$ cat src/rtl/accfifo_drain_ctrl_if.sv
// accfifo_drain_ctrl_if
//   Bundles the signals between the drain controller, the accumulator FIFO
//   pair, the compute side and the global buffer write port.
//   master : drain controller side (drives FIFO select, read strobe, GB write,
//            status flags).
//   slave  : environment side (compute tile_done/base, shadow FIFO data/empty,
//            GB ready).
interface accfifo_drain_ctrl_if #(
  parameter int output_width = 24,
  parameter int ADDR_W       = 16
);
  logic                    tile_done;
  logic [ADDR_W-1:0]       tile_base_addr;
  logic                    which_fifo_to_compute;
  logic                    shadow_fifo_read;
  logic [output_width-1:0] shadow_fifo_data_out;
  logic                    shadow_fifo_empty;
  logic                    gb_wr_valid;
  logic                    gb_wr_ready;
  logic [output_width-1:0] gb_wr_data;
  logic [ADDR_W-1:0]       gb_wr_addr;
  logic                    swap_stall;
  logic                    drain_busy;
  logic                    drain_done;
  logic                    pend_overflow;

  modport master (
    input  tile_done, tile_base_addr, shadow_fifo_data_out, shadow_fifo_empty,
           gb_wr_ready,
    output which_fifo_to_compute, shadow_fifo_read, gb_wr_valid, gb_wr_data,
           gb_wr_addr, swap_stall, drain_busy, drain_done, pend_overflow
  );

  modport slave (
    output tile_done, tile_base_addr, shadow_fifo_data_out, shadow_fifo_empty,
           gb_wr_ready,
    input  which_fifo_to_compute, shadow_fifo_read, gb_wr_valid, gb_wr_data,
           gb_wr_addr, swap_stall, drain_busy, drain_done, pend_overflow
  );
endinterface

$ cat src/rtl/accfifo_drain_ctrl.sv
// accfifo_drain_ctrl
//   Drains the shadow half of a double-buffered accumulator FIFO pair into the
//   global buffer. On tile_done the compute/shadow roles swap, then the shadow
//   FIFO is read out through a 2-entry output queue onto a valid/ready write
//   port at sequential addresses from the tile base. A second tile arriving
//   mid-drain is held as pending (compute side stalled); a third is dropped
//   and flagged sticky in pend_overflow.
// Ports:
//   clk, rst_n : clock, asynchronous active-low reset
//   io_drn     : master modport of accfifo_drain_ctrl_if (tile handshake,
//                shadow FIFO read side, GB write port, status flags)
module accfifo_drain_ctrl #(
  parameter int output_width = 24,
  parameter int nb_data      = 32,
  parameter int ADDR_W       = 16
) (
  input  logic                        clk,
  input  logic                        rst_n,
  accfifo_drain_ctrl_if.master        io_drn
);
  localparam int IDX_W = $clog2(nb_data + 1);

  typedef enum logic [1:0] {S_IDLE, S_SWAP, S_DRAIN} state_t;

  state_t                        r_state, w_state_nxt;
  logic                          r_which;
  logic [ADDR_W-1:0]             r_base;
  logic [IDX_W-1:0]              r_idx;
  logic                          r_inflight;
  logic                          r_done;
  logic                          r_pend;
  logic [ADDR_W-1:0]             r_pend_base;
  logic                          r_ovf;
  logic [1:0][output_width-1:0]  r_q;
  logic                          r_q_rd, r_q_wr;
  logic [1:0]                    r_q_cnt;

  logic                          w_pop, w_push, w_rd, w_exit, w_swap_ld, w_td_busy;
  logic [ADDR_W-1:0]             w_ld_base;
  logic [1:0]                    w_q_after_pop;

  assign w_pop         = (r_q_cnt != 2'd0) & io_drn.gb_wr_ready;
  assign w_push        = r_inflight;
  assign w_q_after_pop = r_q_cnt - {1'b0, w_pop};
  assign w_td_busy     = io_drn.tile_done & (r_state != S_IDLE);

  // Next state and control strobes.
  always_comb begin
    w_state_nxt = r_state;
    w_rd        = 1'b0;
    w_exit      = 1'b0;
    w_swap_ld   = 1'b0;
    w_ld_base   = io_drn.tile_base_addr;
    case (r_state)
      S_IDLE: begin
        if (io_drn.tile_done) begin
          w_swap_ld   = 1'b1;
          w_state_nxt = S_SWAP;
        end
      end
      S_SWAP: w_state_nxt = S_DRAIN;
      S_DRAIN: begin
        // Occupancy is counted after this cycle's pop so a word leaving the
        // queue frees its slot immediately: one word per cycle at ready=1.
        w_rd   = ~io_drn.shadow_fifo_empty &
                 ((w_q_after_pop + {1'b0, r_inflight}) < 2'd2);
        w_exit = io_drn.shadow_fifo_empty & ~r_inflight &
                 (r_q_cnt == 2'd0) & ~w_pop;
        if (w_exit) begin
          if (r_pend) begin
            w_swap_ld   = 1'b1;
            w_ld_base   = r_pend_base;
            w_state_nxt = S_SWAP;
          end else if (io_drn.tile_done) begin
            // tile_done on the exit cycle is served directly
            w_swap_ld   = 1'b1;
            w_state_nxt = S_SWAP;
          end else begin
            w_state_nxt = S_IDLE;
          end
        end
      end
      default: w_state_nxt = S_IDLE;
    endcase
  end

  always_ff @(posedge clk or negedge rst_n) begin
    if (!rst_n) r_state <= S_IDLE;
    else        r_state <= w_state_nxt;
  end

  always_ff @(posedge clk or negedge rst_n) begin
    if (!rst_n) begin
      r_which     <= 1'b0;
      r_base      <= '0;
      r_idx       <= '0;
      r_inflight  <= 1'b0;
      r_done      <= 1'b0;
      r_pend      <= 1'b0;
      r_pend_base <= '0;
      r_ovf       <= 1'b0;
      r_q         <= '0;
      r_q_rd      <= 1'b0;
      r_q_wr      <= 1'b0;
      r_q_cnt     <= '0;
    end else begin
      r_inflight <= w_rd;
      r_done     <= w_exit;

      if (w_swap_ld) begin
        r_which <= ~r_which;
        r_base  <= w_ld_base;
        r_idx   <= '0;
      end else if (w_pop) begin
        r_idx   <= r_idx + 1'b1;
      end

      // One pending slot; a tile_done that finds it occupied is lost.
      if (w_td_busy & r_pend) r_ovf <= 1'b1;
      if (w_exit) begin
        r_pend <= 1'b0;
      end else if (w_td_busy & ~r_pend) begin
        r_pend      <= 1'b1;
        r_pend_base <= io_drn.tile_base_addr;
      end

      // Shadow FIFO data is valid the cycle after the read strobe.
      if (w_push) begin
        r_q[r_q_wr] <= io_drn.shadow_fifo_data_out;
        r_q_wr      <= ~r_q_wr;
      end
      if (w_pop) r_q_rd <= ~r_q_rd;
      r_q_cnt <= r_q_cnt + {1'b0, w_push} - {1'b0, w_pop};
    end
  end

  assign io_drn.which_fifo_to_compute = r_which;
  assign io_drn.shadow_fifo_read      = w_rd;
  assign io_drn.gb_wr_valid           = (r_q_cnt != 2'd0);
  assign io_drn.gb_wr_data            = r_q[r_q_rd];
  assign io_drn.gb_wr_addr            = r_base + ADDR_W'(r_idx);
  assign io_drn.swap_stall            = r_pend | w_td_busy;
  // Held through the drain_done cycle even though the FSM is already back.
  assign io_drn.drain_busy            = (r_state != S_IDLE) | r_done;
  assign io_drn.drain_done            = r_done;
  assign io_drn.pend_overflow         = r_ovf;

endmodule

$ cat src/flat_wrapper.sv
// flat-port wrapper written by rule: the top's interface ports become plain ports
module accfifo_drain_ctrl_flat 
#(
  parameter int output_width = 24,
  parameter int nb_data      = 32,
  parameter int ADDR_W       = 16
)
  (clk, rst_n, io_drn_tile_done, io_drn_tile_base_addr, io_drn_shadow_fifo_data_out, io_drn_shadow_fifo_empty, io_drn_gb_wr_ready, io_drn_which_fifo_to_compute, io_drn_shadow_fifo_read, io_drn_gb_wr_valid, io_drn_gb_wr_data, io_drn_gb_wr_addr, io_drn_swap_stall, io_drn_drain_busy, io_drn_drain_done, io_drn_pend_overflow);
  accfifo_drain_ctrl_if #(.output_width(output_width), .ADDR_W(ADDR_W)) io_drn_i ();
  input  logic clk;
  input  logic rst_n;
  input wire logic [$bits(io_drn_i.tile_done)-1:0] io_drn_tile_done;
  input wire logic [$bits(io_drn_i.tile_base_addr)-1:0] io_drn_tile_base_addr;
  input wire logic [$bits(io_drn_i.shadow_fifo_data_out)-1:0] io_drn_shadow_fifo_data_out;
  input wire logic [$bits(io_drn_i.shadow_fifo_empty)-1:0] io_drn_shadow_fifo_empty;
  input wire logic [$bits(io_drn_i.gb_wr_ready)-1:0] io_drn_gb_wr_ready;
  output wire logic [$bits(io_drn_i.which_fifo_to_compute)-1:0] io_drn_which_fifo_to_compute;
  output wire logic [$bits(io_drn_i.shadow_fifo_read)-1:0] io_drn_shadow_fifo_read;
  output wire logic [$bits(io_drn_i.gb_wr_valid)-1:0] io_drn_gb_wr_valid;
  output wire logic [$bits(io_drn_i.gb_wr_data)-1:0] io_drn_gb_wr_data;
  output wire logic [$bits(io_drn_i.gb_wr_addr)-1:0] io_drn_gb_wr_addr;
  output wire logic [$bits(io_drn_i.swap_stall)-1:0] io_drn_swap_stall;
  output wire logic [$bits(io_drn_i.drain_busy)-1:0] io_drn_drain_busy;
  output wire logic [$bits(io_drn_i.drain_done)-1:0] io_drn_drain_done;
  output wire logic [$bits(io_drn_i.pend_overflow)-1:0] io_drn_pend_overflow;
  assign io_drn_i.tile_done = io_drn_tile_done;
  assign io_drn_i.tile_base_addr = io_drn_tile_base_addr;
  assign io_drn_i.shadow_fifo_data_out = io_drn_shadow_fifo_data_out;
  assign io_drn_i.shadow_fifo_empty = io_drn_shadow_fifo_empty;
  assign io_drn_i.gb_wr_ready = io_drn_gb_wr_ready;
  assign io_drn_which_fifo_to_compute = io_drn_i.which_fifo_to_compute;
  assign io_drn_shadow_fifo_read = io_drn_i.shadow_fifo_read;
  assign io_drn_gb_wr_valid = io_drn_i.gb_wr_valid;
  assign io_drn_gb_wr_data = io_drn_i.gb_wr_data;
  assign io_drn_gb_wr_addr = io_drn_i.gb_wr_addr;
  assign io_drn_swap_stall = io_drn_i.swap_stall;
  assign io_drn_drain_busy = io_drn_i.drain_busy;
  assign io_drn_drain_done = io_drn_i.drain_done;
  assign io_drn_pend_overflow = io_drn_i.pend_overflow;
  accfifo_drain_ctrl #(.output_width(output_width), .nb_data(nb_data), .ADDR_W(ADDR_W)) u_core (.clk(clk), .rst_n(rst_n), .io_drn(io_drn_i));
endmodule
$ cat config.mk
export PLATFORM = sky130hd
export DESIGN_NAME = accfifo_drain_ctrl_flat
export DESIGN_NICKNAME = d
export VERILOG_FILES = /design/src/rtl/accfifo_drain_ctrl_if.sv /design/src/rtl/accfifo_drain_ctrl.sv /design/src/flat_wrapper.sv
export SDC_FILE = /design/constraint.sdc
export NUM_CORES = 1
export LEC_CHECK = 0
export CAP_MARGIN = 25
export CORE_MARGIN = 1
export CORE_UTILIZATION = 35
export DETAILED_ROUTE_END_ITERATION = 8
export HOLD_SLACK_MARGIN = 0.05
export PLACE_DENSITY = 0.61
export SYNTH_ARGS = -nofsm -noshare
export SYNTH_HDL_FRONTEND = slang
export SYNTH_SLANG_ARGS = --single-unit
$ cat constraint.sdc
create_clock -name clk -period 1.8 [get_ports clk]
set_input_delay 0.18 -clock clk [delete_from_list [all_inputs] [get_ports clk]]
set_output_delay 0.18 -clock clk [all_outputs]
set_load 0.02 [all_outputs]
# Word-level counts from Yosys, hierarchy flattened
# Index checks and enable logic that the tools add are counted.
[word_totals]
inputBits = 45
ram_bits = 0
n_memories = 0
regBits = 97
wordCells = 78
mem_bits_ro = 0
latch_bits = 0
[op_classes]
n_bitwise = 18
addsub = 6
mux = 23
n_reduce_logical = 9
n_mul = 0
div_mod_pow = 0
magnitude_cmp = 4
shifts = 0
eq_ne = 4
[op_table]
columns = ["op", "n"]
rows = [
  ["two-way mux 24 bit", 3],
  ["bitwise mux 48 bit", 1],
  ["two-way mux 16 bit", 3],
  ["demux 24 bit (select 1 bit)", 1],
  ["adder 16 x 6 -> 16 bit", 1],
  ["two-way mux 6 bit", 2],
  ["bitwise AND 1 bit", 8],
  ["two-way mux 1 bit", 8],
  ["inverter 1 bit", 8],
  ["nonzero test 2 bit", 4],
  ["adder 6 x 1 -> 6 bit (second input constant)", 1],
  ["two-way mux 2 bit", 3],
  ["one-hot mux 2 bit (3 select lines)", 1],
  ["adder 2 x 1 -> 2 bit", 2],
  ["logical NOT 2 bit", 2],
  ["less-than comparator 1 x 2 -> 1 bit (second input constant)", 2],
  ["AND reduction 2 bit", 2],
  ["subtractor 2 x 1 -> 2 bit", 2],
  ["== test 2 x 1 -> 1 bit (second input constant)", 1],
  ["== test 2 bit (second input constant)", 1],
  ["less-than comparator 2 bit (second input constant)", 1],
  ["inequality test 2 x 1 -> 1 bit (second input constant)", 1],
  ["inequality test 2 bit (second input constant)", 1],
  ["OR 1 bit", 2],
  ["3 further kinds", 3],
]

# Depth between registers and ports, before layout
[logic_depth]
word_depth = 7
depth_mapped = 8
mapped_depth_nobuf = 7

# Least setup slack after synthesis
# OpenSTA, ideal clock, no wires.
[synth_path]
path_kind = "reg2out"
from = "register u_core.r_idx[0]"
to = "output io_drn_gb_wr_addr[8]"
stages_incl_launch_ff = 6
slack_ps = -601
t_arrival_ps = 2221
n_path_buf = 0
cell_sequence = "dfrtp_1 -> ha_1 -> fa_1 -> a21oi_1 -> o21ai_0 -> o311ai_0"
[synth_via]
elab_chain_len = 1
[synth_rtl]
columns = ["item", "line", "source"]
rows = [
  ["start, declared", "accfifo_drain_ctrl.sv:28", "logic [IDX_W-1:0] r_idx;"],
  ["start signal, assigned", "accfifo_drain_ctrl.sv:115", "r_idx <= r_idx + 1'b1;"],
  ["adder 16 x 6 -> 16 bit", "accfifo_drain_ctrl.sv:141", "assign io_drn.gb_wr_addr = r_base + ADDR_W'(r_idx);"],
  ["end, declared", "flat_wrapper.sv:21", "output wire logic [$bits(io_drn_i.gb_wr_addr)-1:0] io_drn_gb_wr_addr;"],
]
# No other way between the ends.

# Final worst setup path
[layout_path]
from = "register u_core.r_idx[0]"
to = "output io_drn_gb_wr_addr[6]"
# Same word-level chain as after synthesis.

==> flow_metrics.py <==
metrics = {
    "die": {
        "ios": 92,
        "die-width_um": 116,
        "initial_utilization_pct": 36.1,
        "coreArea_sq_um": 12700,
        "row_count": 41,
        "die_area_sq_um": 13500,
        "die-height_um": 116,
    },
    "power": {
        "p_sw_w": 0.00499,
        "pwr_density_nw_per_um2": 1940,
        "worst_ir_drop_vdd_uv": 893,
        "sw_frac_of_total_pct": 36.3,
        "p_seq_share_pct": 28.0,
        "p_leak_nw": 3.01,
        "p_clk_share_pct": 16.1,
        "combPwrFrac_pct": 55.9,
        "intPower_w": 0.00876,
    },
    "timing": {
        "hold_violations": 0,
        "clock_skew_ps": 6.63,
        "report.final.setup_viol": 55,
        "grt_setup_unrepaired": "true",
        "min_period_over_period_pct": 125,
        "slew_headroom_pct": 67.5,
        "tightest_slew_ps": 487,
        "fin_hold_ws_ps": 325,
        "fin_ws_ps": -443,
        "timing.final.max_slew_violations": 0,
        "layout_min_cycle_time_ps": 2240,
        "clock.fmax_ghz": 0.446,
    },
    "run_status": {
        "outcome": "complete, but fails checks",
        "violations": "setup timing",
    },
    "cells_and_area": {
        "num_antenna_cells": 0,
        "mostFrequentLayoutCell": "sky130_fd_sc_hd__dfrtp_1",
        "most_frequent_cells_in_the_layout": "sky130_fd_sc_hd__dfrtp_1 (95), sky130_fd_sc_hd__mux2_2 (88), sky130_fd_sc_hd__buf_4 (54)",
        "drive_above_1_share_pct": 51.8,
        "areaGrowthSynthToFinish_pct": 54.8,
        "num-nets-final": 571,
        "fillerInstances": 1112,
    },
    "setup_path": {
        "slowest_delay_ps": 400,
        "path_delay_family": "adder cells",
        "worst-setup-path-type": "reg -> out",
        "worst_setup_path_start_kind": "register",
        "timing.critical_path.required_ps": 1620,
        "worst_ep_arrival_time_ps": 2060,
        "path_max_fanout": 3,
        "buffers_and_inverters_on_the_worst_path": 1,
        "cp_slowest_cell": "sky130_fd_sc_hd__dfrtp_1",
        "crit_path_end_kind": "output pin",
        "path_cells": "ha_2 -> fa_2 -> a21oi_4 -> o21ai_2 -> a21oi_2 -> xnor2_2 -> buf_4",
    },
    "clocking": {
        "clock_path_buffers": 2,
        "tritoncts": "done",
        "ctsRootBufferMaster": "sky130_fd_sc_hd__clkbuf_16",
        "cts_htree_levels": 3,
        "clk-insertion-delay-late_ps": 350,
        "clock_sink_count": 97,
        "total_clock_buffers_created_by_cts": 9,
        "clk_transition_reported_paths_ps": 70,
    },
    "grt": {
        "largest_net_degree_at_the_start_of_global_routing": 38,
        "antenna_found_initial": 0,
        "grt.total_usage_pct": 18.4,
        "grt.overflow.total": 0,
        "first_pass_grt_wire_length_um": 18400,
        "first_global_vias": 3610,
    },
    "synth": {
        "yosysUniqueCellTypes": 38,
        "ys_warn_count": 0,
        "postSynthCellCount": 358,
        "synth_area_leaders": "sky130_fd_sc_hd__dfrtp_1 (53%), sky130_fd_sc_hd__mux2_2 (22%), sky130_fd_sc_hd__mux2i_1 (3.7%), sky130_fd_sc_hd__a21oi_1 (2.5%), sky130_fd_sc_hd__ha_1 (2.5%)",
        "synth-seq-cells": 97,
        "synth_seq_area_share_pct": 53.1,
        "synth_nets": 413,
        "post_synth_instance_area_sq_um": 4570,
        "synth_top_cell_by_area": "sky130_fd_sc_hd__dfrtp_1",
        "postSynthAreaPerCell_sq_um": 12.8,
        "synth_top_cell_area_share_pct": 53.1,
    },
    "place": {
        "io_buffers": 91,
        "dpl.hpwl_um": 6920,
        "preCtsSetupSlack_ps": -723,
        "gp_routability_congestion": 0.782,
    },
    "drt": {
        "drt_first_iter_violations": 145,
        "drc": 0,
        "drt.antenna.violating_nets": 0,
        "route.vias.total": 3365,
        "routed_wirelength_um": 11300,
        "drt-pass1-iter-count": 4,
        "drt-wirelength-per-cell_um": 16.4,
        "vias_per_cell": 4.86,
    },
    "flow_run": {
        "max_cap_violations": 0,
    },
    "hold_path": {
        "hold_path.class": "in -> async",
    },
}
-- timing repair --
action	in CTS	in global routing
endpoints found under the hold margin	33	0
gates resized for setup	215	25
hold buffers	1	0
setup buffers	17	3
endpoints found under the setup margin	83	65
cloned	6	2
pin swaps	22	5
-- registers in the layout, indices dropped and copies added, names as in the netlist --
name                                 cells
u_core.io_drn.drain_done                 1
u_core.r_q_wr                            1
u_core.r_idx                             6
u_core.io_drn.pend_overflow              1
u_core.r_pend_base                      16
u_core.r_q_cnt                           2
u_core.r_q_rd                            1
u_core.r_q                              48
u_core.r_inflight                        1
u_core.r_state                           2
u_core.r_pend                            1
u_core.r_base                           16
u_core.io_drn.which_fifo_to_compute      1
-- through the flow --
stage	TNS [ps]	total power (W)	area, sq um	cells	utilization (%)
finish	-15580	0.0137	7070	693	55.8
global route	-19790	0.0146	7070	693	55.8
CTS	-14120	0.0136	6980	690	55.1
detailed placement	-16780	0.0104	6190	650	48.8
global placement	-15580	0.0103	6190	650	48.8
floorplan	-1910	0.00769	4700	358	-
-- area by class of cell --
cell class | count | area, sq um | area share (%)
well taps | 172 | 215 | 3.04
flip-flops and latches | 97 | 2430 | 34.4
clock inverters | 5 | 103 | 1.45
clock buffers | 11 | 243 | 3.43
repair buffers | 163 | 1640 | 23.2
inverters | 7 | 26.3 | 0.371
multi-input cells | 238 | 2420 | 34.2
-- cells in the mapped netlist --
cell type / number
sky130_fd_sc_hd__o21ai_0: 5
sky130_fd_sc_hd__xnor2_1: 10
sky130_fd_sc_hd__mux2i_1: 17
sky130_fd_sc_hd__nand2_1: 9
sky130_fd_sc_hd__buf_2: 3
sky130_fd_sc_hd__nor3b_1: 2
sky130_fd_sc_hd__a211oi_2: 1
sky130_fd_sc_hd__ha_1: 9
sky130_fd_sc_hd__xor2_1: 12
sky130_fd_sc_hd__nor2_1: 26
sky130_fd_sc_hd__o21a_1: 2
sky130_fd_sc_hd__or2_2: 1
sky130_fd_sc_hd__buf_1: 3
sky130_fd_sc_hd__and3_1: 2
sky130_fd_sc_hd__o21bai_1: 1
sky130_fd_sc_hd__fa_1: 1
sky130_fd_sc_hd__and4_1: 1
sky130_fd_sc_hd__o2111a_1: 1
sky130_fd_sc_hd__or4b_4: 1
sky130_fd_sc_hd__nand2b_1: 2
sky130_fd_sc_hd__mux2_2: 88
sky130_fd_sc_hd__inv_1: 7
sky130_fd_sc_hd__nand3_1: 5
sky130_fd_sc_hd__nor3_2: 1
sky130_fd_sc_hd__nor2_2: 1
sky130_fd_sc_hd__o311a_1: 1
sky130_fd_sc_hd__a21o_1: 1
sky130_fd_sc_hd__nor3_4: 1
sky130_fd_sc_hd__dfrtp_1: 97
sky130_fd_sc_hd__or3_1: 1
sky130_fd_sc_hd__a21oi_1: 23
sky130_fd_sc_hd__nor3_1: 2
sky130_fd_sc_hd__buf_6: 1
sky130_fd_sc_hd__clkbuf_1: 9
sky130_fd_sc_hd__o311ai_0: 2
sky130_fd_sc_hd__nand4_1: 5
sky130_fd_sc_hd__o211ai_1: 1
sky130_fd_sc_hd__a211oi_1: 3
-- metal layers --
layer	wire [um]	track usage, %	up-vias
met4	193	7.69	0
li1	-	-	1588
met3	673	5.40	11
met1	4820	21.2	1689
met5	0	0	-
met2	5660	31.7	77
-- final timing paths --
kind | startpoint | end | slack [ps] | depth (start not counted)
max | u_core.r_idx[0] | io_drn_gb_wr_addr[6] | -440 | 7
min reg2reg | u_core.io_drn.pend_overflow | u_core.io_drn.pend_overflow | 490 | 1
max reg2reg | u_core.r_inflight | u_core.r_base[9] | -370 | 10
min in group clk | io_drn_shadow_fifo_data_out[20] | u_core.r_q[44] | 460 | 2
max in group asynchronous | rst_n | u_core.r_q_rd | 900 | 3
min | rst_n | u_core.r_pend_base[2] | 320 | 2
-- logic make-up after synthesis --
| kind of cell | after synthesis | synth area share [%] |
|---|---|---|
| adder cells (fa/ha/maj) | 10 | 2.90 |
| AO/OA/AOI/OAI | 41 | 5.51 |
| multiplexers | 105 | 25.4 |
| AND/OR/NAND/NOR | 60 | 6.68 |
| buffers and inverters | 23 | 2.14 |
| XOR/XNOR | 22 | 4.22 |
| flip-flops | 97 | 53.1 |
-- power by group through the flow --
stage                     logic [W]  clock network, W  registers [W]
after CTS                   0.00750           0.00228        0.00382
after global routing        0.00826           0.00235        0.00397
after global placement      0.00653                 0        0.00374
final                       0.00768           0.00222        0.00385
after floorplan             0.00394                 0        0.00374
after detailed placement    0.00662                 0        0.00380
No activity file was read; power rests on OpenSTA's default activity.
